--- config.mk ---
export PLATFORM = sky130hd
export DESIGN_NAME = main_control_fsm
export DESIGN_NICKNAME = d
export VERILOG_FILES = /design/src/rtl/main_control_fsm.sv
export SDC_FILE = /design/constraint.sdc
export NUM_CORES = 1
export LEC_CHECK = 0
export CAP_MARGIN = 10
export CORE_UTILIZATION = 43
export CTS_CLUSTER_SIZE = 30
export DETAILED_ROUTE_END_ITERATION = 8
export PLACE_DENSITY_LB_ADDON = 0.1
export SETUP_SLACK_MARGIN = 0.3
export SYNTH_ARGS = -nofsm -noshare
export SYNTH_HDL_FRONTEND = slang
export SYNTH_SLANG_ARGS = --single-unit
--- constraint.sdc ---
create_clock -name clk -period 1.7 [get_ports clk]
set_clock_uncertainty 0.15 [all_clocks]
set_input_delay 0.34 -clock clk [delete_from_list [all_inputs] [get_ports clk]]
set_output_delay 0.34 -clock clk [all_outputs]
set_load 0.005 [all_outputs]
--- src/rtl/main_control_fsm.sv ---
// main_control_fsm: multi-cycle main control FSM (fetch/decode/execute/memory/writeback) driving datapath enables.
// Optional feature macro ILLEGAL_TRAP_EN: when defined, an illegal opcode raises trap and holds until reset.
module main_control_fsm #(
    parameter int OP_W = 6,
    parameter int ST_W = 4
) (
    input  logic            clk,
    input  logic            reset,
    input  logic [OP_W-1:0] opcode,
    input  logic            mem_ready,
    output logic [2:0]      aluop,
    output logic            alu_src_a,
    output logic [1:0]      alu_src_b,
    output logic            pc_write,
    output logic            pc_write_cond,
    output logic            branch_ne,
    output logic [1:0]      pc_source,
    output logic            iord,
    output logic            mem_read,
    output logic            mem_write,
    output logic            ir_write,
    output logic            reg_write,
    output logic            reg_dst,
    output logic            mem_to_reg,
    output logic            trap,
    output logic [ST_W-1:0] state_out
);
    localparam logic [3:0] IDLE      = 4'd0;
    localparam logic [3:0] FETCH     = 4'd1;
    localparam logic [3:0] DECODE    = 4'd2;
    localparam logic [3:0] R_EXEC    = 4'd3;
    localparam logic [3:0] R_WB      = 4'd4;
    localparam logic [3:0] I_EXEC    = 4'd5;
    localparam logic [3:0] I_WB      = 4'd6;
    localparam logic [3:0] MEM_ADDR  = 4'd7;
    localparam logic [3:0] MEM_READ  = 4'd8;
    localparam logic [3:0] MEM_WB    = 4'd9;
    localparam logic [3:0] MEM_WRITE = 4'd10;
    localparam logic [3:0] BRANCH    = 4'd11;
    localparam logic [3:0] JUMP      = 4'd12;
    localparam logic [3:0] ILLEGAL   = 4'd13;

    localparam logic [OP_W-1:0] OP_R    = OP_W'(6'b000000);
    localparam logic [OP_W-1:0] OP_LW   = OP_W'(6'b100011);
    localparam logic [OP_W-1:0] OP_SW   = OP_W'(6'b101011);
    localparam logic [OP_W-1:0] OP_ADDI = OP_W'(6'b001000);
    localparam logic [OP_W-1:0] OP_ANDI = OP_W'(6'b001100);
    localparam logic [OP_W-1:0] OP_ORI  = OP_W'(6'b001101);
    localparam logic [OP_W-1:0] OP_SLTI = OP_W'(6'b001010);
    localparam logic [OP_W-1:0] OP_BEQ  = OP_W'(6'b000100);
    localparam logic [OP_W-1:0] OP_BNE  = OP_W'(6'b000101);
    localparam logic [OP_W-1:0] OP_J    = OP_W'(6'b000010);

`ifdef ILLEGAL_TRAP_EN
    localparam logic       TRAP_ON     = 1'b1;
    localparam logic [3:0] ILLEGAL_NXT = ILLEGAL;
`else
    localparam logic       TRAP_ON     = 1'b0;
    localparam logic [3:0] ILLEGAL_NXT = FETCH;
`endif

    logic [3:0]      state, state_nxt;
    logic [OP_W-1:0] op_q;
    logic [2:0]      imm_aluop;

    assign state_out = ST_W'(state);
    assign imm_aluop = (op_q == OP_ANDI) ? 3'b010 :
                       (op_q == OP_ORI)  ? 3'b011 :
                       (op_q == OP_SLTI) ? 3'b101 : 3'b000;

    // State register and opcode latch; the opcode is captured as DECODE is left
    always_ff @(posedge clk or posedge reset) begin
        if (reset) begin
            state <= IDLE;
            op_q  <= '0;
        end else begin
            state <= state_nxt;
            if (state == DECODE)
                op_q <= opcode;
        end
    end

    // Next-state sequencing; DECODE dispatches on the live opcode
    always_comb begin
        state_nxt = IDLE;
        case (state)
            IDLE:      state_nxt = FETCH;
            FETCH:     state_nxt = mem_ready ? DECODE : FETCH;
            DECODE: begin
                if (opcode == OP_R)
                    state_nxt = R_EXEC;
                else if (opcode == OP_LW || opcode == OP_SW)
                    state_nxt = MEM_ADDR;
                else if (opcode == OP_ADDI || opcode == OP_ANDI || opcode == OP_ORI || opcode == OP_SLTI)
                    state_nxt = I_EXEC;
                else if (opcode == OP_BEQ || opcode == OP_BNE)
                    state_nxt = BRANCH;
                else if (opcode == OP_J)
                    state_nxt = JUMP;
                else
                    state_nxt = ILLEGAL;
            end
            R_EXEC:    state_nxt = R_WB;
            R_WB:      state_nxt = FETCH;
            I_EXEC:    state_nxt = I_WB;
            I_WB:      state_nxt = FETCH;
            MEM_ADDR:  state_nxt = (op_q == OP_LW) ? MEM_READ : MEM_WRITE;
            MEM_READ:  state_nxt = mem_ready ? MEM_WB : MEM_READ;
            MEM_WB:    state_nxt = FETCH;
            MEM_WRITE: state_nxt = mem_ready ? FETCH : MEM_WRITE;
            BRANCH:    state_nxt = FETCH;
            JUMP:      state_nxt = FETCH;
            ILLEGAL:   state_nxt = ILLEGAL_NXT;
            default:   state_nxt = IDLE;
        endcase
    end

    // Datapath controls decoded from the current state, FETCH strobes gated by mem_ready
    always_comb begin
        aluop         = 3'b000;
        alu_src_a     = 1'b0;
        alu_src_b     = 2'b00;
        pc_write      = 1'b0;
        pc_write_cond = 1'b0;
        branch_ne     = 1'b0;
        pc_source     = 2'b00;
        iord          = 1'b0;
        mem_read      = 1'b0;
        mem_write     = 1'b0;
        ir_write      = 1'b0;
        reg_write     = 1'b0;
        reg_dst       = 1'b0;
        mem_to_reg    = 1'b0;
        trap          = 1'b0;
        case (state)
            FETCH: begin
                mem_read  = 1'b1;
                alu_src_b = 2'b01;
                ir_write  = mem_ready;
                pc_write  = mem_ready;
            end
            DECODE:    alu_src_b = 2'b11;
            R_EXEC: begin
                alu_src_a = 1'b1;
                aluop     = 3'b110;
            end
            R_WB: begin
                reg_write = 1'b1;
                reg_dst   = 1'b1;
            end
            I_EXEC: begin
                alu_src_a = 1'b1;
                alu_src_b = 2'b10;
                aluop     = imm_aluop;
            end
            I_WB:      reg_write = 1'b1;
            MEM_ADDR: begin
                alu_src_a = 1'b1;
                alu_src_b = 2'b10;
            end
            MEM_READ: begin
                mem_read = 1'b1;
                iord     = 1'b1;
            end
            MEM_WB: begin
                reg_write  = 1'b1;
                mem_to_reg = 1'b1;
            end
            MEM_WRITE: begin
                mem_write = 1'b1;
                iord      = 1'b1;
            end
            BRANCH: begin
                alu_src_a     = 1'b1;
                aluop         = 3'b001;
                pc_write_cond = 1'b1;
                pc_source     = 2'b01;
                branch_ne     = op_q[0];
            end
            JUMP: begin
                pc_write  = 1'b1;
                pc_source = 2'b10;
            end
            ILLEGAL:   trap = TRAP_ON;
            default: ;
        endcase
    end
endmodule

==> impl_metrics.yaml, run 1 <==
die:
  die_h_um: 46.0
  initial_core_util_pct: 47.2
  die_w_um: 46.0
  pin_count: 32
  rows: 15
synthesis:
  ys_seq_area_share_pct: 30.0
  synth_seq_cells: 10
  synth_area_um2: 833
  synth_top_area_share_pct: 30.0
  syn_inst: 93
  avgSynthCellArea_um2: 8.96
  syn_nets: 102
  ys_types: 42
  synth_largest_area_cell: "dfrtp_1"
  synthTopCellsByArea: "dfrtp_1 (30%), mux2_2 (8.1%), nand2b_1 (4.5%)"
  yosysWarnings: 0
placed_design:
  io_buffers: 30
  dp_cells: 175
  gp_congestion: 0.825
  hpwl_mm: 1.98
clocking:
  root_buffer: "clkbuf_4"
  htree_levels: 1
  cts.hold.buffers_added: 0
  numCtsBuffers: 3
  clock_path_buffers: 2
  cts.sinks: 10
  cts_resized: 122
  post_cts_buffers: 30
run_status:
  stop_stage: "clock tree synthesis"
  error_line: "[ERROR DPL-0038] Utilization greater than 100%, impossible to legalize"
  outcome: "stopped before the end"
## metrics by stage
| step | hold slack (ns) | cell area (um^2) | util, % | worst slack, ns |
|---|---|---|---|---|
| after floorplan | 0.0301 | 898 | - | 0.108 |
| after global placement | 0.442 | 1440 | 81.6 | -0.527 |
| after detailed placement | 0.453 | 1440 | 81.6 | -0.539 |
## cell families after synthesis
family,synth area share (%)
compound gates,18.8
xor+xnor,1.05
buf+inv,8.71
flops,30.0
mux,9.31
other cells,0.450
simple gates,31.7
## cells in the mapped netlist, drive strengths merged
cell / n
dfrtp: 10
buf: 7
inv: 7
a21oi: 6
mux2: 6
nand2b: 6
nor2: 5
o21ai: 5
nand2: 4
nand3: 3
nor2b: 3
nand4b: 2
nor3b: 2
nor4b: 2
o31ai: 2
o41ai: 2
or2: 2
a211oi: 1
a21bo: 1
a222oi: 1
a311o: 1
a31oi: 1
and2: 1
and4b: 1
conb: 1
mux2i: 1
nand3b: 1
nand4bb: 1
nor3: 1
nor4: 1
o31a: 1
o32ai: 1
or4: 1
or4b: 1
or4bb: 1
xnor2: 1
==> run 2, diff against run 1 <==
--- a/config.mk
+++ b/config.mk
@@ -6,11 +6,10 @@
 export NUM_CORES = 1
 export LEC_CHECK = 0
 export CAP_MARGIN = 10
-export CORE_UTILIZATION = 43
-export CTS_CLUSTER_SIZE = 30
+export CORE_AREA = 2 2 63 65
 export DETAILED_ROUTE_END_ITERATION = 8
-export PLACE_DENSITY_LB_ADDON = 0.1
-export SETUP_SLACK_MARGIN = 0.3
+export DIE_AREA = 0 0 65 67
+export PLACE_DENSITY_LB_ADDON = 0.15
 export SYNTH_ARGS = -nofsm -noshare
 export SYNTH_HDL_FRONTEND = slang
 export SYNTH_SLANG_ARGS = --single-unit
==> run 2 against run 1 <==
Against the previous run: the flow now finishes, with violations (setup timing); synthesized cell count did not move; area after synthesis did not move.
==> impl_metrics.yaml, run 2 <==
setup_path:
  required_ns: 1.21
  rr_endpoint: "op_q[1]"
  path_class: "flop to output pin"
  end_kind: "output pin"
  start_kind: "flop"
  crit_start: "state_out[1]"
  timing.reg2reg.setup_slack_ns: -0.17
  crit_fanout: 6
  reg2reg_depth: 6
  regToRegStartpoint: "state_out[2]"
  cp_data_arrival_time_ns: 1.45
clocking:
  cts.hold.buffers_added: 0
  cts_tree: "done"
  cts.sinks: 10
  path_clk_slew_ns: 0.04
  clk_latency_ns: 0.23
  numCtsBuffers: 3
  clock_path_buffers: 2
  htree_levels: 1
  root_buffer: "clkbuf_8"
timing:
  grt_setup_unrepaired: "true"
  fin_crit_sh_pct: 114
  period_minus_slack_ns: 1.94
  fmax_mhz: 515
  final.setup.tns_ns: -3.50
  hold_viol_final: 0
  setup_ws_ns: -0.243
  slew_viol_final: 0
  finalSetupViolCount: 24
final_layout:
  regArea_um2: 255
  layout_common_cells: "buf_4 (45), buf_6 (30), buf_2 (15)"
  antenna_cells: 0
  layout_commonest_cell: "buf_4"
  regMostFlops: "op_q"
  syn2layout_area_growth_pct: 132
  nFillCells: 328
  multiInputGateArea_um2: 691
  nets: 202
  largest_reg_flops: 6
  drive_gt1_share_pct: 68.6
power_and_ir_drop:
  leakage_nw: 0.941
  vdd_drop_max_mv: 0.506
  p_per_area_nw_per_um2: 1600
global_route:
  grt_antenna_before_repair: 0
  grt_pass1_vias: 1015
  grt_pass1_wl_mm: 4.84
  grt_overflow_total: 0
  grt.total_usage_pct: 14.3
  grt_max_degree: 11
detailed_routing:
  wl_per_cell_um: 13.5
  routed-wl-met3_um: 110
  met2WireLength_mm: 1.69
  drc_errors: 0
  drt-initial-drc-count: 38
  ant_nets: 0
  drt_wl_total_mm: 3.23
  top_layer_used: "met4"
  via_count: 1087
  via_per_inst: 4.55
  wl_met1_mm: 1.42
  firstDrtPassIters: 4
synthesis:
  synth_area_um2: 833
  synth_top_area_share_pct: 30.0
  synthTopCellsByArea: "dfrtp_1 (30%), mux2_2 (8.1%), nand2b_1 (4.5%)"
  avgSynthCellArea_um2: 8.96
  synth_top_family_by_area: "simple AND/OR/NAND/NOR gates"
  synth_seq_cells: 10
  ys_types: 42
  ys_seq_area_share_pct: 30.0
  syn_inst: 93
  synth-compound-area-share_pct: 18.8
  async_flop_share_pct: 100
  yosysMostFrequentCell: "dfrtp_1"
  syn_nets: 102
  synth_mux_area_share_pct: 9.31
  synth_xor_area_share_pct: 1.05
  synth-main-ff-cell: "dfrtp_1"
  synthTopCellsByCount: "dfrtp_1 (10), inv_1 (7), a21oi_1 (6), mux2_2 (6), nand2b_1 (6)"
  synth_largest_area_cell: "dfrtp_1"
  synthAdderAreaFrac_pct: 0
  synth_edf_count: 0
  yosysWarnings: 0
  synthSimpleGateAreaFrac_pct: 31.7
placed_design:
  gp_congestion: 0.759
  hpwl_mm: 2.00
  io_buffers: 30
  place_ws_ns: -0.637
die:
  pin_count: 32
  die_h_um: 67
  die-area_um2: 4360
  core_um2: 3610
  rows: 22
  initial_core_util_pct: 23.1
  die_w_um: 65
run_status:
  outcome: "finished with violations"
  violations: "setup timing"
min_path:
  min_path_type: "primary input to asynchronous set/reset pin"
flow_run:
  cap_violations: 0
==> run 2: cell counts after synthesis <==
Identical to the previous run, type by type.
==> run 2: per-stage QoR <==
step | instance area (um^2) | power (mW) | util [%] | hold WS, ns | cells
after floorplan | 847 | 1.14 | - | 0.0302 | 93
after global placement | 1460 | 1.98 | 40.5 | 0.462 | 204
after detailed placement | 1460 | 1.99 | 40.5 | 0.469 | 204
after CTS | 1800 | 2.82 | 49.9 | 0.269 | 230
after global routing | 1930 | 3.27 | 53.6 | 0.282 | 239
final | 1930 | 3.08 | 53.6 | 0.249 | 239
==> run 2: final cells by class <==
cell class / instances / area share [%]
clock buffer: 3 / 2.14
inverter: 7 / 1.36
multi-input combinational: 69 / 35.8
sequential: 10 / 13.2
tap: 48 / 3.11
timing repair buffer: 102 / 44.4
==> run 2: what timing repair did <==
action / CTS / global route
resized for setup: 137 / 19
buffers inserted: 23 / 12
hold endpoints to repair: 0 / 0
endpoints found under the setup margin: 30 / 30
pin swaps: 21 / 10
==> run 2: kinds of logic after synthesis <==
logic type	count (synthesis)
buffers and inverters	14
AND/OR/NAND/NOR	38
flip-flops	10
other	1
multiplexers	7
AO/OA/AOI/OAI	22
XOR/XNOR	1
==> run 2: worst max-delay path, stage by stage, from the launching register on <==
cell and delay, ns:
dfrtp_2 0.46, buf_4 0.16, buf_6 0.12, buf_6 0.11, buf_6 0.11, a211oi_2 0.14
buf_2 0.14
==> run 2: worst max-delay path by stage <==
stage | endpoint | slack, ns | depth (start not counted)
after floorplan | aluop[0] | 0.005 | 4
after global placement | pc_write | -0.61 | 5
after detailed placement | pc_write | -0.64 | 5
after CTS | aluop[0] | -0.26 | 5
after global routing | aluop[0] | -0.32 | 5
final | mem_read | -0.24 | 6
==> run 2: power breakdown <==
part | switching, mW | internal, mW
Sequential | 0.140 | 0.362
Combinational | 0.873 | 1.48
Clock | 0.0781 | 0.154
Total | 1.09 | 1.99
==> run 2: routing by layer <==
metal  vias up  GRT usage, %
li1        541             -
met1       520          17.2
met2        24          26.7
met3         2          2.03
met4         0          3.19
met5         -             0
No activity file was read; power rests on OpenSTA's default activity.
